$ cat src/rtl/mem_arbiter_if.sv
// Bus bundle between two requesters, the arbiter and a single-port data memory.
//   m0_*/m1_* : per-requester request (req/we/addr/wdata) and response
//               (gnt/rvalid/err/rdata) signals
//   mem_*     : memory-side address, write data, write enable and read data
// modport slave  : the arbiter's view
// modport master : the environment's view (requesters plus memory)
interface mem_arbiter_if;
  localparam int unsigned AW = 32;
  localparam int unsigned DW = 32;

  logic          m0_req;
  logic          m0_we;
  logic [AW-1:0] m0_addr;
  logic [DW-1:0] m0_wdata;
  logic          m0_gnt;
  logic          m0_rvalid;
  logic          m0_err;
  logic [DW-1:0] m0_rdata;

  logic          m1_req;
  logic          m1_we;
  logic [AW-1:0] m1_addr;
  logic [DW-1:0] m1_wdata;
  logic          m1_gnt;
  logic          m1_rvalid;
  logic          m1_err;
  logic [DW-1:0] m1_rdata;

  logic [AW-1:0] mem_addr;
  logic [DW-1:0] mem_wdata;
  logic          mem_we;
  logic [DW-1:0] mem_rdata;

  modport slave (
    input  m0_req, m0_we, m0_addr, m0_wdata,
    output m0_gnt, m0_rvalid, m0_err, m0_rdata,
    input  m1_req, m1_we, m1_addr, m1_wdata,
    output m1_gnt, m1_rvalid, m1_err, m1_rdata,
    output mem_addr, mem_wdata, mem_we,
    input  mem_rdata
  );

  modport master (
    output m0_req, m0_we, m0_addr, m0_wdata,
    input  m0_gnt, m0_rvalid, m0_err, m0_rdata,
    output m1_req, m1_we, m1_addr, m1_wdata,
    input  m1_gnt, m1_rvalid, m1_err, m1_rdata,
    input  mem_addr, mem_wdata, mem_we,
    output mem_rdata
  );
endinterface

$ cat src/rtl/mem_arbiter.sv
// Two-requester round-robin arbiter in front of a single-port data memory.
// One transaction at a time: IDLE (grant) -> WAIT x WAIT_CYCLES -> ACCESS -> RESP.
//   clk   : rising-edge clock
//   rst_n : asynchronous active-low reset
//   bus   : mem_arbiter_if.slave (requester ports m0_*/m1_*, memory ports mem_*)
// Misaligned addresses (addr[1:0] != 0) never write memory and respond with err.
module mem_arbiter #(
  parameter int unsigned WAIT_CYCLES = 1
) (
  input  logic          clk,
  input  logic          rst_n,
  mem_arbiter_if.slave  bus
);
  localparam int unsigned AW = 32;
  localparam int unsigned DW = 32;
  localparam int unsigned CW = 4;

  typedef enum logic [1:0] {IDLE, WAIT, ACCESS, RESP} state_t;

  state_t        state;
  logic          ptr;
  logic [CW-1:0] cnt;
  logic          lat_id;
  logic          lat_we;
  logic [AW-1:0] lat_addr;
  logic [DW-1:0] lat_wdata;

  logic          any_req;
  logic          pick;
  logic          idle;
  logic          sel_we;
  logic [AW-1:0] sel_addr;
  logic [DW-1:0] sel_wdata;
  logic          aligned;

  // Arbitration: round-robin pointer only matters when both requesters are active.
  assign any_req   = bus.m0_req | bus.m1_req;
  assign pick      = (bus.m0_req & bus.m1_req) ? ptr : bus.m1_req;
  assign idle      = rst_n && (state == IDLE);
  assign sel_we    = pick ? bus.m1_we    : bus.m0_we;
  assign sel_addr  = pick ? bus.m1_addr  : bus.m0_addr;
  assign sel_wdata = pick ? bus.m1_wdata : bus.m0_wdata;
  assign aligned   = (lat_addr[1:0] == 2'b00);

  // Grant is combinational in IDLE so the requester sees it in its request cycle.
  assign bus.m0_gnt = idle & any_req & ~pick;
  assign bus.m1_gnt = idle & any_req &  pick;

  assign bus.mem_addr  = lat_addr;
  assign bus.mem_wdata = lat_wdata;

  // Transaction sequencer with registered memory strobe and response outputs.
  always_ff @(posedge clk or negedge rst_n) begin
    if (!rst_n) begin
      state         <= IDLE;
      ptr           <= 1'b0;
      cnt           <= '0;
      lat_id        <= 1'b0;
      lat_we        <= 1'b0;
      lat_addr      <= '0;
      lat_wdata     <= '0;
      bus.mem_we    <= 1'b0;
      bus.m0_rvalid <= 1'b0;
      bus.m0_err    <= 1'b0;
      bus.m0_rdata  <= '0;
      bus.m1_rvalid <= 1'b0;
      bus.m1_err    <= 1'b0;
      bus.m1_rdata  <= '0;
    end else begin
      case (state)
        IDLE: begin
          if (any_req) begin
            lat_id    <= pick;
            lat_we    <= sel_we;
            lat_addr  <= sel_addr;
            lat_wdata <= sel_wdata;
            ptr       <= ~pick;
            if (WAIT_CYCLES != 0) begin
              state <= WAIT;
              cnt   <= CW'(WAIT_CYCLES - 1);
            end else begin
              state      <= ACCESS;
              bus.mem_we <= sel_we & (sel_addr[1:0] == 2'b00);
            end
          end
        end
        WAIT: begin
          if (cnt == '0) begin
            state      <= ACCESS;
            bus.mem_we <= lat_we & aligned;
          end else begin
            cnt <= cnt - CW'(1);
          end
        end
        ACCESS: begin
          // Response fields become visible in RESP; rdata only moves on aligned reads.
          bus.mem_we <= 1'b0;
          state      <= RESP;
          if (lat_id) begin
            bus.m1_rvalid <= 1'b1;
            bus.m1_err    <= ~aligned;
            if (!lat_we && aligned) bus.m1_rdata <= bus.mem_rdata;
          end else begin
            bus.m0_rvalid <= 1'b1;
            bus.m0_err    <= ~aligned;
            if (!lat_we && aligned) bus.m0_rdata <= bus.mem_rdata;
          end
        end
        RESP: begin
          bus.m0_rvalid <= 1'b0;
          bus.m1_rvalid <= 1'b0;
          state         <= IDLE;
        end
        default: state <= IDLE;
      endcase
    end
  end
endmodule

$ cat src/flat_wrapper.sv
// flat-port wrapper written by rule: the top's interface ports become plain ports
module mem_arbiter_flat 
#(
  parameter int unsigned WAIT_CYCLES = 1
)
  (clk, rst_n, bus_m0_req, bus_m0_we, bus_m0_addr, bus_m0_wdata, bus_m0_gnt, bus_m0_rvalid, bus_m0_err, bus_m0_rdata, bus_m1_req, bus_m1_we, bus_m1_addr, bus_m1_wdata, bus_m1_gnt, bus_m1_rvalid, bus_m1_err, bus_m1_rdata, bus_mem_addr, bus_mem_wdata, bus_mem_we, bus_mem_rdata);
  mem_arbiter_if bus_i ();
  input  logic clk;
  input  logic rst_n;
  input wire logic [$bits(bus_i.m0_req)-1:0] bus_m0_req;
  input wire logic [$bits(bus_i.m0_we)-1:0] bus_m0_we;
  input wire logic [$bits(bus_i.m0_addr)-1:0] bus_m0_addr;
  input wire logic [$bits(bus_i.m0_wdata)-1:0] bus_m0_wdata;
  output wire logic [$bits(bus_i.m0_gnt)-1:0] bus_m0_gnt;
  output wire logic [$bits(bus_i.m0_rvalid)-1:0] bus_m0_rvalid;
  output wire logic [$bits(bus_i.m0_err)-1:0] bus_m0_err;
  output wire logic [$bits(bus_i.m0_rdata)-1:0] bus_m0_rdata;
  input wire logic [$bits(bus_i.m1_req)-1:0] bus_m1_req;
  input wire logic [$bits(bus_i.m1_we)-1:0] bus_m1_we;
  input wire logic [$bits(bus_i.m1_addr)-1:0] bus_m1_addr;
  input wire logic [$bits(bus_i.m1_wdata)-1:0] bus_m1_wdata;
  output wire logic [$bits(bus_i.m1_gnt)-1:0] bus_m1_gnt;
  output wire logic [$bits(bus_i.m1_rvalid)-1:0] bus_m1_rvalid;
  output wire logic [$bits(bus_i.m1_err)-1:0] bus_m1_err;
  output wire logic [$bits(bus_i.m1_rdata)-1:0] bus_m1_rdata;
  output wire logic [$bits(bus_i.mem_addr)-1:0] bus_mem_addr;
  output wire logic [$bits(bus_i.mem_wdata)-1:0] bus_mem_wdata;
  output wire logic [$bits(bus_i.mem_we)-1:0] bus_mem_we;
  input wire logic [$bits(bus_i.mem_rdata)-1:0] bus_mem_rdata;
  assign bus_i.m0_req = bus_m0_req;
  assign bus_i.m0_we = bus_m0_we;
  assign bus_i.m0_addr = bus_m0_addr;
  assign bus_i.m0_wdata = bus_m0_wdata;
  assign bus_m0_gnt = bus_i.m0_gnt;
  assign bus_m0_rvalid = bus_i.m0_rvalid;
  assign bus_m0_err = bus_i.m0_err;
  assign bus_m0_rdata = bus_i.m0_rdata;
  assign bus_i.m1_req = bus_m1_req;
  assign bus_i.m1_we = bus_m1_we;
  assign bus_i.m1_addr = bus_m1_addr;
  assign bus_i.m1_wdata = bus_m1_wdata;
  assign bus_m1_gnt = bus_i.m1_gnt;
  assign bus_m1_rvalid = bus_i.m1_rvalid;
  assign bus_m1_err = bus_i.m1_err;
  assign bus_m1_rdata = bus_i.m1_rdata;
  assign bus_mem_addr = bus_i.mem_addr;
  assign bus_mem_wdata = bus_i.mem_wdata;
  assign bus_mem_we = bus_i.mem_we;
  assign bus_i.mem_rdata = bus_mem_rdata;
  mem_arbiter #(.WAIT_CYCLES(WAIT_CYCLES)) u_core (.clk(clk), .rst_n(rst_n), .bus(bus_i));
endmodule
$ cat config.mk
export PLATFORM = sky130hd
export DESIGN_NAME = mem_arbiter_flat
export DESIGN_NICKNAME = d
export VERILOG_FILES = /design/src/rtl/mem_arbiter_if.sv /design/src/rtl/mem_arbiter.sv /design/src/flat_wrapper.sv
export SDC_FILE = /design/constraint.sdc
export NUM_CORES = 1
export LEC_CHECK = 0
export ABC_CLOCK_PERIOD_IN_PS = 5500
export CORE_MARGIN = 2
export CORE_UTILIZATION = 44
export DETAILED_ROUTE_END_ITERATION = 8
export PLACE_DENSITY = 0.86
export SETUP_SLACK_MARGIN = 0.5
export SKIP_LAST_GASP = 1
export SLEW_MARGIN = 0
export SYNTH_ARGS = -nofsm -noshare
export SYNTH_HDL_FRONTEND = slang
export SYNTH_SLANG_ARGS = --single-unit
$ cat constraint.sdc
create_clock -name clk -period 5.5 [get_ports clk]
set_input_delay 1.375 -clock clk [delete_from_list [all_inputs] [get_ports clk]]
set_output_delay 1.375 -clock clk [all_outputs]
set_load 0.03 [all_outputs]
Yosys cells after proc, flatten, opt, wreduce, memory -nomap -nowiden
Cells that the tools add are included.
- add/subtract/negate cells: 1
- $mul: 0
- divide/modulo/power cells: 0
- $lt $le $gt $ge: 0
- equality and inequality tests: 8
- shift-type cells: 0
- multiplexer cells: 16
- bitwise operators: 9
- reductions and logical operators: 19
- operator list (cell ; number):
    32-bit 2-to-1 mux ; 2
    2-bit AND reduction ; 7
    3-bit AND reduction ; 3
    4-bit 2-to-1 mux ; 2
    2-bit case mux with 4 select lines ; 1
    4-bit case mux with 2 select lines ; 1
    2-bit by 1-bit != test with 1-bit output (second input constant) ; 3
    1-bit case mux with 2 select lines ; 3
    2-bit nonzero test ; 3
    1-bit bitwise AND ; 5
    1-bit 2-to-1 mux ; 5
    2-bit equality test (second input constant) ; 2
    2-bit zero test ; 2
    4-bit zero test ; 1
    2-bit 2-to-1 mux ; 2
    2-bit != test (second input constant) ; 2
    4-bit by 1-bit subtractor with 4-bit output (second input constant) ; 1
    1-bit inverter ; 3
    2-bit by 1-bit equality test with 1-bit output (second input constant) ; 1
    1-bit logical AND ; 2
    1-bit zero test ; 1
    1-bit bitwise OR ; 1
- register bits: 142
- bits in latches: 0
- memory bits (writable): 0
- memory bits (read-only): 0
- bits of input ports: 166
- output and inout bits: 135
- logic and storage cells: 67
- memories kept: 0

Logic depth before layout (Yosys ltp)
Gate-level depths: netlist of run 1.
- depth after elaboration: 4
- gate-level depth with buffers: 7
- gate-level depth less buffers: 5

Worst setup path before layout of run 1
Ideal clock, no wire load.
- path kind: input port to output port
- start: input bus_m1_req
- end: output bus_m1_gnt
- arrival time: 2.182 ns
- path slack: 1.943 ns
- stages: 5
- path through: nand2_1 -> a21oi_2 -> buf_4 -> buf_4 -> and2_1
- word-level cells in the longest chain between the ends: 3
- RTL lines (what ; line ; source):
    from (decl) ; flat_wrapper.sv:18 ; input wire logic [$bits(bus_i.m1_req)-1:0] bus_m1_req;
    1-bit bitwise OR / 1-bit bitwise AND (equally long branches) ; mem_arbiter.sv:37, mem_arbiter.sv:38 ;
    1-bit bitwise AND / 1-bit 2-to-1 mux (equally long branches) ; mem_arbiter.sv:47, mem_arbiter.sv:38 ;
    1-bit bitwise AND * ; mem_arbiter.sv:47 ; assign bus.m1_gnt = idle & any_req & pick;
    to (decl) ; flat_wrapper.sv:22 ; output wire logic [$bits(bus_i.m1_gnt)-1:0] bus_m1_gnt;
Mark *: on every way between the ends. The rest lies on a longest branch, timed or not.

Final worst setup path of run 1
Same ends and word-level chain as after synthesis.

==> results.toml, run 1 <==
[run_status]
outcome = "complete, no violations"

[logic_synthesis]
syn_area_um2 = 6138
synth_edf_count = 0
postSynth.asyncResetShare = 1.000
syn_inst = 433
ys_warn_count = 0
synth.avg_cell_area_um2 = 14.18
yosysSeqAreaShare = 0.5789
synth_cell_types = 40
yosys_most_used_dff = "dfrtp_1"
ys_ff_latch = 142
synth_fp_nets = 605

[timing]
slew_headroom = 0.3300
rsz0062_at_grt = "false"
fin_tns_setup_ps = 0
drv_slew = 0
max_freq_ghz = 0.2207
max_slew.worst_pin.slew_ps = 1005
hold_violations = 0
fin_worst_skew_ps = 7.408
finalSetupViolCount = 0
finalCritPeriodShare = 0.8239
period_needed_ps = 4532

[min_path]
hp-class = "register to register"

[critical_path]
end_kind = "primary output"
crit_chain = "clkdlybuf4s50_1, nand2_1, a21oi_4, and2_1, clkdlybuf4s50_1"
crit_path_top_delay_cell = "clkdlybuf4s50_1"
critPathArrivalTime_ps = 3160
path_max_fanout = 5
critPathTopFamily = "buffers and inverters"
worst-path-buf-inv = 2
max_stage_delay_ps = 700
crit_path_frequent_cell = "clkdlybuf4s50_1"
start_kind = "input port"
crit_type = "input port to primary output"
critical_path_required_ps = 4120

[cells_and_area]
insertedDiodeCount = 0
final_area_um2 = 9869
final_cell_mix = "clkdlybuf4s50_1, dfrtp_1, a221o_1"
layout.nets = 901
layout_commonest_cell = "clkdlybuf4s50_1"
syn2layout_area_growth_pct = 60.78
fillCellCount = 905
drive_gt1_frac = 0.1563

[clock_network]
cts_inserted_buffers = 17
ctsResizeCount = 0
clkSinkCount = 142
cts_setup_buffers = 0
hold_buffers = 0
insertion_delay_ps = 420
clockBufferDepth = 2
htreeDepth = 4
cts_tree = "done"
cts_root_buf = "clkbuf_16"
path_clk_slew_ps = 60

[route]
drc_errors = 0
routedWlPerCell_um = 19.43
vias = 4877
routed_via_density = 5.290
first_pass_iters = 8
ant_nets = 0
drt-total-wl_mm = 17.92
drtIter0Drc = 230

[die]
rows = 43
die_w_um = 122.1
io_pins = 301
fp.dieH_um = 122.1
die_area_um2 = 14910
core-area_um2 = 13770
start_util = 0.4457

[placement]
gp_congestion = 0.7850
post-dp-hpwl_mm = 12.86
portBuffers = 300
post_dp_cell_area_um2 = 9206

[power_and_ir_drop]
p_leak_nw = 4.215
ir_worst_vdd_mv = 0.3446
power.density_nw_per_um2 = 668.2

[grt]
overflow = 0
grt_antenna_before_repair = 0
grt_max_degree = 79
grt_pass1_wl_mm = 27.05
grt_pass1_vias = 5063
grt_usage = 0.2406

[run]
maxCapViolations = 0
[per-layer routing]
| layer | global-route usage | vias up | share of wire | wire, um |
|---|---|---|---|---|
| met2 | 0.4207 | 242 | 0.51 | 9155 |
| met3 | 0.06835 | 35 | 0.082 | 1469 |
| met5 | 0 | - | 0 | 0 |
| met1 | 0.2736 | 2405 | 0.37 | 6716 |
| met4 | 0.1063 | 0 | 0.032 | 575 |
| li1 | - | 2195 | - | - |
[worst register-to-register path: cells and delay by family (launching register included)]
kind                       cells  cell delay (ps)
adders and majority gates      1              350
muxes                          1              520
DFF                            1              420
and+or+nand+nor                2              800
buffers and inverters          1              100
[worst paths after layout]
check / start / slack [ps] / to / cells after the start
setup / recovery: bus_m1_req / 970 / bus_m1_gnt / 5
hold / removal: u_core.bus.m0_rdata[4] / 500 / u_core.bus.m0_rdata[4] / 1
setup reg to reg: u_core.state[0] / 3200 / u_core.bus.m0_rdata[13] / 5
hold reg to reg: u_core.bus.m0_rdata[4] / 500 / u_core.bus.m0_rdata[4] / 1
max in group asynchronous: rst_n / 2990 / u_core.bus.mem_wdata[17] / 3
min in group asynchronous: rst_n / 790 / u_core.ptr / 1
[sequential cells by signal, indices dropped and copies added (netlist names)]
name	flops
u_core.cnt	4
u_core.bus.mem_addr	32
u_core.bus.mem_wdata	32
u_core.bus.m1_rvalid	1
u_core.bus.m1_rdata	32
u_core.lat_we	1
u_core.bus.m1_err	1
u_core.state	2
u_core.bus.mem_we	1
u_core.bus.m0_rdata	32
u_core.lat_id	1
u_core.ptr	1
u_core.bus.m0_rvalid	1
u_core.bus.m0_err	1
[cell type report]
class / count / area, um2 / share of cell area
clock inverters: 13 / 210.2 / 0.02130
repair buffers: 306 / 3049 / 0.3089
clock buffers: 19 / 452.9 / 0.04589
flip-flops and latches: 142 / 3553 / 0.3600
well taps: 180 / 225.2 / 0.02282
inverters: 6 / 22.52 / 0.002282
multi-input cells: 256 / 2356 / 0.2387
[where the power goes]
part	internal, mW	total, mW	switching, mW	leakage, nW
clock	0.830	1.27	0.442	0.320
sequential	1.57	1.89	0.322	1.71
combinational	1.62	3.43	1.81	2.18
total	4.02	6.60	2.58	4.22
[metrics by stage]
| step | util | setup WS, ps | power (mW) | cells | hold slack [ps] |
|---|---|---|---|---|---|
| floorplan | - | 1943 | 3.914 | 433 | 495.8 |
| global placement | 0.6684 | 975.9 | 5.190 | 890 | 485.4 |
| detailed placement | 0.6684 | 965.7 | 5.319 | 890 | 492.2 |
| CTS | 0.7166 | 951.5 | 6.632 | 922 | 505.8 |
| global route | 0.7166 | 876.4 | 6.905 | 922 | 514.4 |
| finish | 0.7166 | 968.4 | 6.595 | 922 | 503.2 |
[cell families (layout without fill, tap and decap cells)]
| group | count (synthesis) | after routing | share of synthesized area |
|---|---|---|---|
| flops | 142 | 142 | 0.5789 |
| simple gates | 98 | 98 | 0.1001 |
| compound gates | 87 | 87 | 0.1302 |
| mux | 65 | 65 | 0.1376 |
| buf+inv | 35 | 344 | 0.04097 |
| fa+ha+maj | 6 | 6 | 0.01223 |
[synthesized netlist by cell type (5+ instances only)]
master	number	area share
dfrtp_1	142	0.58
a221o_1	65	0.11
and2_1	36	0.037
mux2_2	34	0.062
and2_0	31	0.032
mux2_4	30	0.073
buf_6	11	0.020
buf_4	8	0.0098
o21ai_0	7	0.0057
buf_2	6	0.0049
ha_1	6	0.012
inv_1	6	0.0037
nor2_1	6	0.0037
nand2_1	5	0.0031
nand3_1	5	0.0041
No activity file was read; power rests on OpenSTA's default activity.
==> run 2: changes to the inputs <==
--- a/config.mk
+++ b/config.mk
@@ -5,11 +5,11 @@
 export SDC_FILE = /design/constraint.sdc
 export NUM_CORES = 1
 export LEC_CHECK = 0
-export ABC_CLOCK_PERIOD_IN_PS = 5500
+export ABC_CLOCK_PERIOD_IN_PS = 4300
 export CORE_MARGIN = 2
-export CORE_UTILIZATION = 44
+export CORE_UTILIZATION = 41
 export DETAILED_ROUTE_END_ITERATION = 8
-export PLACE_DENSITY = 0.86
+export PLACE_DENSITY = 0.81
 export SETUP_SLACK_MARGIN = 0.5
 export SKIP_LAST_GASP = 1
 export SLEW_MARGIN = 0
==> constraint.sdc (replaced) <==
create_clock -name clk -period 4.3 [get_ports clk]
set_input_delay 1.075 -clock clk [delete_from_list [all_inputs] [get_ports clk]]
set_output_delay 1.075 -clock clk [all_outputs]
set_load 0.03 [all_outputs]
==> run 2 against run 1 <==
- hold slack lost 0.88 ps
- clock-buffer cell count is 2 higher
- die area is 7.1% higher
- first-iteration DRC count up 1.7%
- sequential power rose by 28%
- clock power grew 4%
- core utilization is 4.9 points lower
- critical endpoint is now bus_m0_gnt
==> results.toml, run 2 (synthesis gave the netlist of run 1 again) <==
[timing]
period_needed_ps = 3410
holdWs_ps = 502.3
slew_headroom = 0.3162
max_slew.worst_pin.slew_ps = 1026
hold_violations = 0
finalSetupViolCount = 0
max_freq_ghz = 0.2933
finalCritPeriodShare = 0.7930
setup_ws_ps = 890.0
fin_tns_setup_ps = 0
drv_slew = 0
rsz0062_at_grt = "false"
fin_worst_skew_ps = 5.827

[run_status]
outcome = "complete, no violations"

[power_and_ir_drop]
totalPowerFinal_mw = 8.063
ir_worst_vdd_mv = 0.4205
p_leak_nw = 4.156
power.density_nw_per_um2 = 828.3

[die]
rows = 44
fp.dieH_um = 126.4
die_area_um2 = 15970
die_w_um = 126.4
io_pins = 301
start_util = 0.4208
core-area_um2 = 14590

[clock_network]
cts_inserted_buffers = 17
clockBufferDepth = 2
cts_setup_buffers = 0
cts_root_buf = "clkbuf_16"
path_clk_slew_ps = 60
insertion_delay_ps = 420
clkSinkCount = 142
htreeDepth = 4
ctsResizeCount = 0
cts_tree = "done"
hold_buffers = 0

[critical_path]
crit_chain = "clkdlybuf4s50_1, nand2_1, a21oi_4, and2_1, buf_4"
crit_type = "input port to primary output"
critical_path_required_ps = 3220
end_kind = "primary output"
max_stage_delay_ps = 660
crit_path_top_delay_cell = "clkdlybuf4s50_1"
critPathArrivalTime_ps = 2330
start_kind = "input port"
path_max_fanout = 5

[placement]
post-dp-hpwl_mm = 12.13
post_dp_cell_area_um2 = 9199
post-place-cells = 893
gp_congestion = 0.8027
dp_slack_ps = 903.8
portBuffers = 300

[route]
ant_nets = 0
routed_via_density = 5.239
vias = 4841
drc_errors = 0
first_pass_iters = 4
drt-total-wl_mm = 16.95
routedWlPerCell_um = 18.35
drtIter0Drc = 234

[grt]
grt_antenna_before_repair = 0
grt_max_degree = 84
grt_pass1_wl_mm = 26.49
grt_usage = 0.2108
grt_pass1_vias = 5071
overflow = 0

[cells_and_area]
syn2layout_area_growth_pct = 58.58
fin_cells = 924
final_area_um2 = 9734
insertedDiodeCount = 0
final_util = 0.6672
final_cell_mix = "clkdlybuf4s50_1, dfrtp_1, a221o_1"
drive_gt1_frac = 0.1554
layout_commonest_cell = "clkdlybuf4s50_1"
layout.nets = 900

[min_path]
hp-class = "register to register"

[run]
maxCapViolations = 0
run 2: path summary, 6_finish.rpt:
| path | endpoint | depth (start not counted) | slack (ps) | start |
|---|---|---|---|---|
| setup / recovery | bus_m0_gnt | 5 | 890 | bus_m0_req |
| hold / removal | u_core.bus.m0_rdata[20] | 1 | 500 | u_core.bus.m0_rdata[20] |
| setup reg to reg | u_core.bus.m0_rdata[7] | 5 | 2100 | u_core.state[0] |
| hold reg to reg | u_core.bus.m0_rdata[20] | 1 | 500 | u_core.bus.m0_rdata[20] |
| max in group asynchronous | u_core.bus.m0_rdata[5] | 2 | 2260 | rst_n |
| min in group asynchronous | u_core.bus.mem_addr[23] | 1 | 620 | rst_n |
run 2: area by class of cell:
| class | instances | area [um2] |
|---|---|---|
| sequential | 142 | 3553 |
| multi-input combinational | 256 | 2356 |
| fill | 1016 | 4855 |
| clock buffer | 21 | 470.5 |
| timing repair buffer | 305 | 3037 |
| clock inverter | 10 | 65.06 |
| tap | 184 | 230.2 |
| inverter | 6 | 22.52 |
run 2: report_power, final:
part | internal [mW] | total [mW] | switching (mW)
Clock | 0.775 | 1.32 | 0.544
Sequential | 2.01 | 2.42 | 0.412
Combinational | 2.06 | 4.33 | 2.26
Total | 4.85 | 8.06 | 3.22
run 2: critical path, delay by kind of cell:
family,cells,cell delay (ps)
compound gates,1,140
buf+inv,2,820
simple gates,2,300
run 2: layer usage:
metal | share of wire | vias up | GRT usage
li1 | - | 2200 | -
met4 | 0.026 | 0 | 0.09438
met5 | 0 | - | 0
met3 | 0.076 | 32 | 0.05694
met2 | 0.48 | 254 | 0.3507
met1 | 0.41 | 2355 | 0.2575
